### config.mk
export PLATFORM = sky130hd
export DESIGN_NAME = regfile_mp_sb
export DESIGN_NICKNAME = d
export VERILOG_FILES = /design/src/rtl/regfile_pkg.sv /design/src/rtl/regfile_sb_bank.sv /design/src/rtl/regfile_mp_sb.sv
export SDC_FILE = /design/constraint.sdc
export NUM_CORES = 2
export LEC_CHECK = 0
export ABC_AREA = 1
export CAP_MARGIN = 20
export CELL_PAD_IN_SITES_DETAIL_PLACEMENT = 1
export CELL_PAD_IN_SITES_GLOBAL_PLACEMENT = 1
export CORE_ASPECT_RATIO = 0.8
export CORE_MARGIN = 4
export CORE_UTILIZATION = 30
export CTS_CLUSTER_SIZE = 40
export DETAILED_ROUTE_END_ITERATION = 16
export PLACE_DENSITY_LB_ADDON = 0.1
export SYNTH_ARGS = -nofsm -noshare
export SYNTH_HDL_FRONTEND = slang
export SYNTH_SLANG_ARGS = --single-unit
### constraint.sdc
create_clock -name clk -period 4.06 [get_ports clk]
set_input_delay 0.406 -clock clk [delete_from_list [all_inputs] [get_ports clk]]
set_output_delay 0.406 -clock clk [all_outputs]
set_load 0.05 [all_outputs]
### src/rtl/regfile_pkg.sv
// Shared types and constants for the multi-port register file and its scoreboard.
package regfile_pkg;

    localparam int unsigned DEPTH_DEFAULT = 32;
    localparam int unsigned AW_DEFAULT    = $clog2(DEPTH_DEFAULT);
    localparam int unsigned NUM_LANES     = 2;
    localparam int unsigned ZERO_ADDR     = 0;

    typedef logic [AW_DEFAULT-1:0] reg_addr_t;

    // Write-back lanes; a higher lane index has priority on address collisions.
    typedef enum logic {
        LANE_ALU = 1'b0,
        LANE_LSU = 1'b1
    } lane_e;

endpackage

### src/rtl/regfile_sb_bank.sv
// Busy scoreboard: one busy bit per register plus an incrementally maintained busy count.
module regfile_sb_bank
    import regfile_pkg::*;
#(
    parameter int unsigned DEPTH    = 32,
    parameter int unsigned AW       = $clog2(DEPTH),
    parameter bit          ZERO_REG = 1'b1
) (
    input  logic             clk,
    input  logic             rst_n,
    input  logic             set_en,
    input  logic [AW-1:0]    set_addr,
    input  logic             clr0_en,
    input  logic [AW-1:0]    clr0_addr,
    input  logic             clr1_en,
    input  logic [AW-1:0]    clr1_addr,
    output logic [DEPTH-1:0] busy,
    output logic [AW:0]      busy_cnt
);

    logic             set_eff;
    logic             inc;
    logic             dec0;
    logic             dec1;
    logic [DEPTH-1:0] busy_nxt;
    logic [AW:0]      cnt_nxt;

    always_comb begin
        set_eff  = set_en && !(ZERO_REG && set_addr == AW'(ZERO_ADDR));
        busy_nxt = busy;
        if (clr0_en) busy_nxt[clr0_addr] = 1'b0;
        if (clr1_en) busy_nxt[clr1_addr] = 1'b0;
        if (set_eff) busy_nxt[set_addr] = 1'b1;

        // Count only real transitions: a clear that coincides with a set, a repeated
        // clear address, or a clear of an idle register leaves the popcount unchanged.
        inc  = set_eff && !busy[set_addr];
        dec0 = clr0_en && busy[clr0_addr] && !(set_eff && set_addr == clr0_addr);
        dec1 = clr1_en && busy[clr1_addr]
               && !(clr0_en && clr0_addr == clr1_addr)
               && !(set_eff && set_addr == clr1_addr);

        cnt_nxt = busy_cnt + {{AW{1'b0}}, inc} - {{AW{1'b0}}, dec0} - {{AW{1'b0}}, dec1};
    end

    always_ff @(posedge clk) begin
        if (!rst_n) begin
            busy     <= '0;
            busy_cnt <= '0;
        end else begin
            busy     <= busy_nxt;
            busy_cnt <= cnt_nxt;
        end
    end

endmodule

### src/rtl/regfile_mp_sb.sv
// Multi-port integer register file with two write-back lanes, optional bypass and
// a busy scoreboard for WAW/RAW hazard detection.
module regfile_mp_sb
    import regfile_pkg::*;
#(
    parameter int unsigned WIDTH    = 32,
    parameter int unsigned DEPTH    = 32,
    parameter int unsigned AW       = $clog2(DEPTH),
    parameter int unsigned NUM_RD   = 2,
    parameter bit          ZERO_REG = 1'b1,
    parameter bit          BYPASS   = 1'b1
) (
    input  logic                    clk,
    input  logic                    rst_n,
    input  logic [NUM_RD*AW-1:0]    raddr,
    output logic [NUM_RD*WIDTH-1:0] rdata,
    output logic [NUM_RD-1:0]       rbusy,
    input  logic                    wen0,
    input  logic [AW-1:0]           waddr0,
    input  logic [WIDTH-1:0]        wdata0,
    input  logic                    wen1,
    input  logic [AW-1:0]           waddr1,
    input  logic [WIDTH-1:0]        wdata1,
    input  logic                    iss_valid,
    input  logic [AW-1:0]           iss_addr,
    output logic                    iss_stall,
    output logic [AW:0]             busy_cnt
);

    logic [WIDTH-1:0] mem [DEPTH];
    logic             wen   [NUM_LANES];
    logic [AW-1:0]    waddr [NUM_LANES];
    logic [WIDTH-1:0] wdata [NUM_LANES];
    logic             wr_ok [NUM_LANES];
    logic [DEPTH-1:0] busy_vec;
    logic             iss_wr_hit;

    always_comb begin
        wen[LANE_ALU]   = wen0;
        waddr[LANE_ALU] = waddr0;
        wdata[LANE_ALU] = wdata0;
        wen[LANE_LSU]   = wen1;
        waddr[LANE_LSU] = waddr1;
        wdata[LANE_LSU] = wdata1;
        for (int unsigned l = 0; l < NUM_LANES; l++) begin
            wr_ok[l] = wen[l] && !(ZERO_REG && waddr[l] == AW'(ZERO_ADDR));
        end
    end

    // Lanes are applied in index order so the LSU lane wins a same-address collision.
    always_ff @(posedge clk) begin
        if (!rst_n) begin
            for (int unsigned i = 0; i < DEPTH; i++) begin
                mem[i] <= '0;
            end
        end else begin
            for (int unsigned l = 0; l < NUM_LANES; l++) begin
                if (wr_ok[l]) mem[waddr[l]] <= wdata[l];
            end
        end
    end

    always_comb begin
        iss_wr_hit = (wen0 && waddr0 == iss_addr) || (wen1 && waddr1 == iss_addr);
        iss_stall  = iss_valid && busy_vec[iss_addr] && !iss_wr_hit;
    end

    regfile_sb_bank #(
        .DEPTH    (DEPTH),
        .AW       (AW),
        .ZERO_REG (ZERO_REG)
    ) u_sb (
        .clk       (clk),
        .rst_n     (rst_n),
        .set_en    (iss_valid && !iss_stall),
        .set_addr  (iss_addr),
        .clr0_en   (wen0),
        .clr0_addr (waddr0),
        .clr1_en   (wen1),
        .clr1_addr (waddr1),
        .busy      (busy_vec),
        .busy_cnt  (busy_cnt)
    );

    for (genvar k = 0; k < NUM_RD; k++) begin : g_rd
        logic [AW-1:0]    ra;
        logic [WIDTH-1:0] val;
        logic             bsy;

        assign ra = raddr[k*AW +: AW];

        always_comb begin
            val = mem[ra];
            bsy = busy_vec[ra];
            if (BYPASS) begin
                for (int unsigned l = 0; l < NUM_LANES; l++) begin
                    if (wen[l] && waddr[l] == ra) begin
                        val = wdata[l];
                        bsy = 1'b0;
                    end
                end
            end
            if (ZERO_REG && ra == AW'(ZERO_ADDR)) val = '0;
        end

        assign rdata[k*WIDTH +: WIDTH] = val;
        assign rbusy[k]                = bsy;
    end

endmodule
==> metrics.yaml <==
die_area_sq_um: 239000
finalCritPeriodShare: 0.974
cts_made_buffers: 142
hold_violations: 0
path_buf_inv: 6
fin_skew_ns: 0.0242
vias_per_cell: 6.25
syn-cell-area_sq_um: 69500
power.total_mw: 31.1
gp_congestion: 0.932
drive_above_1_share: 0.109
wirelength_mm: 429
grtUsageMet1: 0.482
firstDrtPassIters: 6
vias: 73372
grt_pass1_vias: 70764
grt_pass1_wl_mm: 587
yosysSeqAreaShare: 0.453
grt-ovfl-total: 0
maxCapViolCount: 0
cts_tree: "yes"
min_period_ns: 3.96
synth_common_cells: "nand3_1, nand2_1, o21ai_0"
synth_top_area_frac: 0.442
synth_top_area_cell: "edfxtp_1"
min_path_type: "primary input to flop"
cts_buffer_depth: 4
ys_seq_elements: 1062
rsz0062_at_grt: "false"
cp.required_ns: 3.65
fp.dieW_um: 546
p_leak_nw: 28.8
grt_usage: 0.345
drtIter0Drc: 9075
yosysUniqueCellTypes: 48
dp_slack_ns: -0.379
vdd_drop_max_uv: 277
worst_slack_ns: 0.105
layout.nets: 8723
slew_viol_final: 0
clock_sinks: 1062
initial_core_util: 0.303
path_cells: "clkdlybuf4s50_1 -> inv_2 -> buf_4 -> o22ai_1 -> a21oi_1 -> nand3_2 -> buf_4 -> inv_2 -> a21oi_1 -> o21ai_0 -> a21oi_1 -> buf_12"
status: "finished clean"
yosys_warnings: 0
final_antenna_net_count: 0
post_cts_buffers: 0
async_flop_share: 0
postCtsResizedCells: 0
final_area_sq_um: 80300
tns_ns: 0
io_buffers: 166
relSlewSlack: 0.189
hold_buffers: 0
grtUsageMet3: 0.0612
top_usage_layer: "met2"
die_h_um: 438
remaining_drc_errors: 0
netlist_instances: 8824
crit_top_cell: "a21oi_1"
syn_area_per_cell_sq_um: 7.88
critPathLaunchType: "primary input"
boundaryPins: 167
wire_per_inst_um: 36.5
yosysMostFrequentCell: "nand3_1"
slowest_delay_ns: 0.70
tightest_slew_ns: 1.22
fillers: 26891
crit_arrival_ns: 3.55
synth_ff_type: "edfxtp_1"
final-setup-viol-count: 0
critical_path.top_delay_family: "buffers and inverters"
dpl_cell_area_sq_um: 76100
crit_path_end_kind: "output port"
antenna_found_initial: 35
hpwlAfterDp_mm: 269
critical_path_class: "primary input to output port"
crit_slowest_cell: "clkdlybuf4s50_1"
crit_fanout: 36
whs_ns: 0.207
clkLatencyLatePin_ns: 0.84
grtUsageMet2: 0.520
cts-root-buf: "clkbuf_16"
core_sq_um: 230000
synth_edf_count: 1024
grt_max_degree: 130
h-tree-depth: 4
synth.area.top_cells: "edfxtp_1, nand3_1, o21ai_0, nand2_1, o211ai_1"
clk_pin_slew_worst_paths_ns: 0.05
p_per_area_nw_per_um2: 387
fmax_ghz: 0.253
syn2layout_area_growth_pct: 15.5
num_rows: 157
worst paths after layout:
kind / from / endpoint / slack (ns) / depth (start not counted)
worst max-delay path: waddr1[1] / rdata[0] / 0.10 / 12
worst min-delay path: rst_n / u_sb.busy_cnt[0] / 0.21 / 4
worst max register to register: u_sb.busy[15] / u_sb.busy_cnt[5] / 0.31 / 19
worst min register to register: u_sb.busy_cnt[0] / u_sb.busy_cnt[0] / 0.59 / 3
per-stage QoR:
step / util / instances
floorplan: - / 8855
global placement: 0.331 / 11498
detailed placement: 0.331 / 11498
CTS: 0.349 / 11735
global route: 0.350 / 11740
finish: 0.350 / 11743
routing by layer:
layer | vias up | wire length, um
met5 | - | 27
met2 | 3771 | 183000
li1 | 31056 | -
met1 | 37625 | 185000
met4 | 4 | 23000
met3 | 916 | 38000
registers in the layout (all words and copies together), names as in the netlist:
signal / cells
mem: 1024
u_sb.busy: 32
u_sb.busy_cnt: 6
placed cells by master (no fill, tap or decap), drive strengths merged, types with 8 or more instances in the layout:
cell,n
o21ai,1671
clkbuf,177
diode,8
conb,32
a21oi,431
buf,598
o22ai,97
a31oi,18
nor2,504
dfxtp,38
nor3,27
a211o,18
nand2,1182
clkinv,55
clkdlybuf4s50,77
inv,478
o221ai,12
edfxtp,1024
nand3,1732
o211ai,455
nand4,38
worst min-delay path, delay by kind of cell:
family | cells | cell delay [ns]
buf+inv | 3 | 0.49
simple gates | 1 | 0.09
power by group:
| group | switching (mW) | internal, mW |
|---|---|---|
| clock network | 5.31 | 6.75 |
| logic | 4.34 | 1.69 |
| registers | 0.301 | 12.7 |
| total | 9.95 | 21.1 |
cell type report:
type,count,area (sq um),share of cell area
Tap cell,3021,3780,0.0471
Inverter,481,1860,0.0232
Antenna cell,8,20.0,0.000249
Clock buffer,177,3790,0.0472
Timing Repair Buffer,675,7500,0.0935
Multi-Input combinational cell,6259,31500,0.392
Clock inverter,60,335,0.00418
Sequential cell,1062,31500,0.393
cell families after synthesis:
logic type | count (synthesis) | synth area share
other | 1 | 0.0000540
buffers and inverters | 1534 | 0.103
XOR/XNOR | 6 | 0.000756
AO/OA/AOI/OAI | 2727 | 0.217
flip-flops | 1062 | 0.453
AND/OR/NAND/NOR | 3486 | 0.224
adder cells (fa/ha/maj) | 8 | 0.00166
No activity file was read; power rests on OpenSTA's default activity.
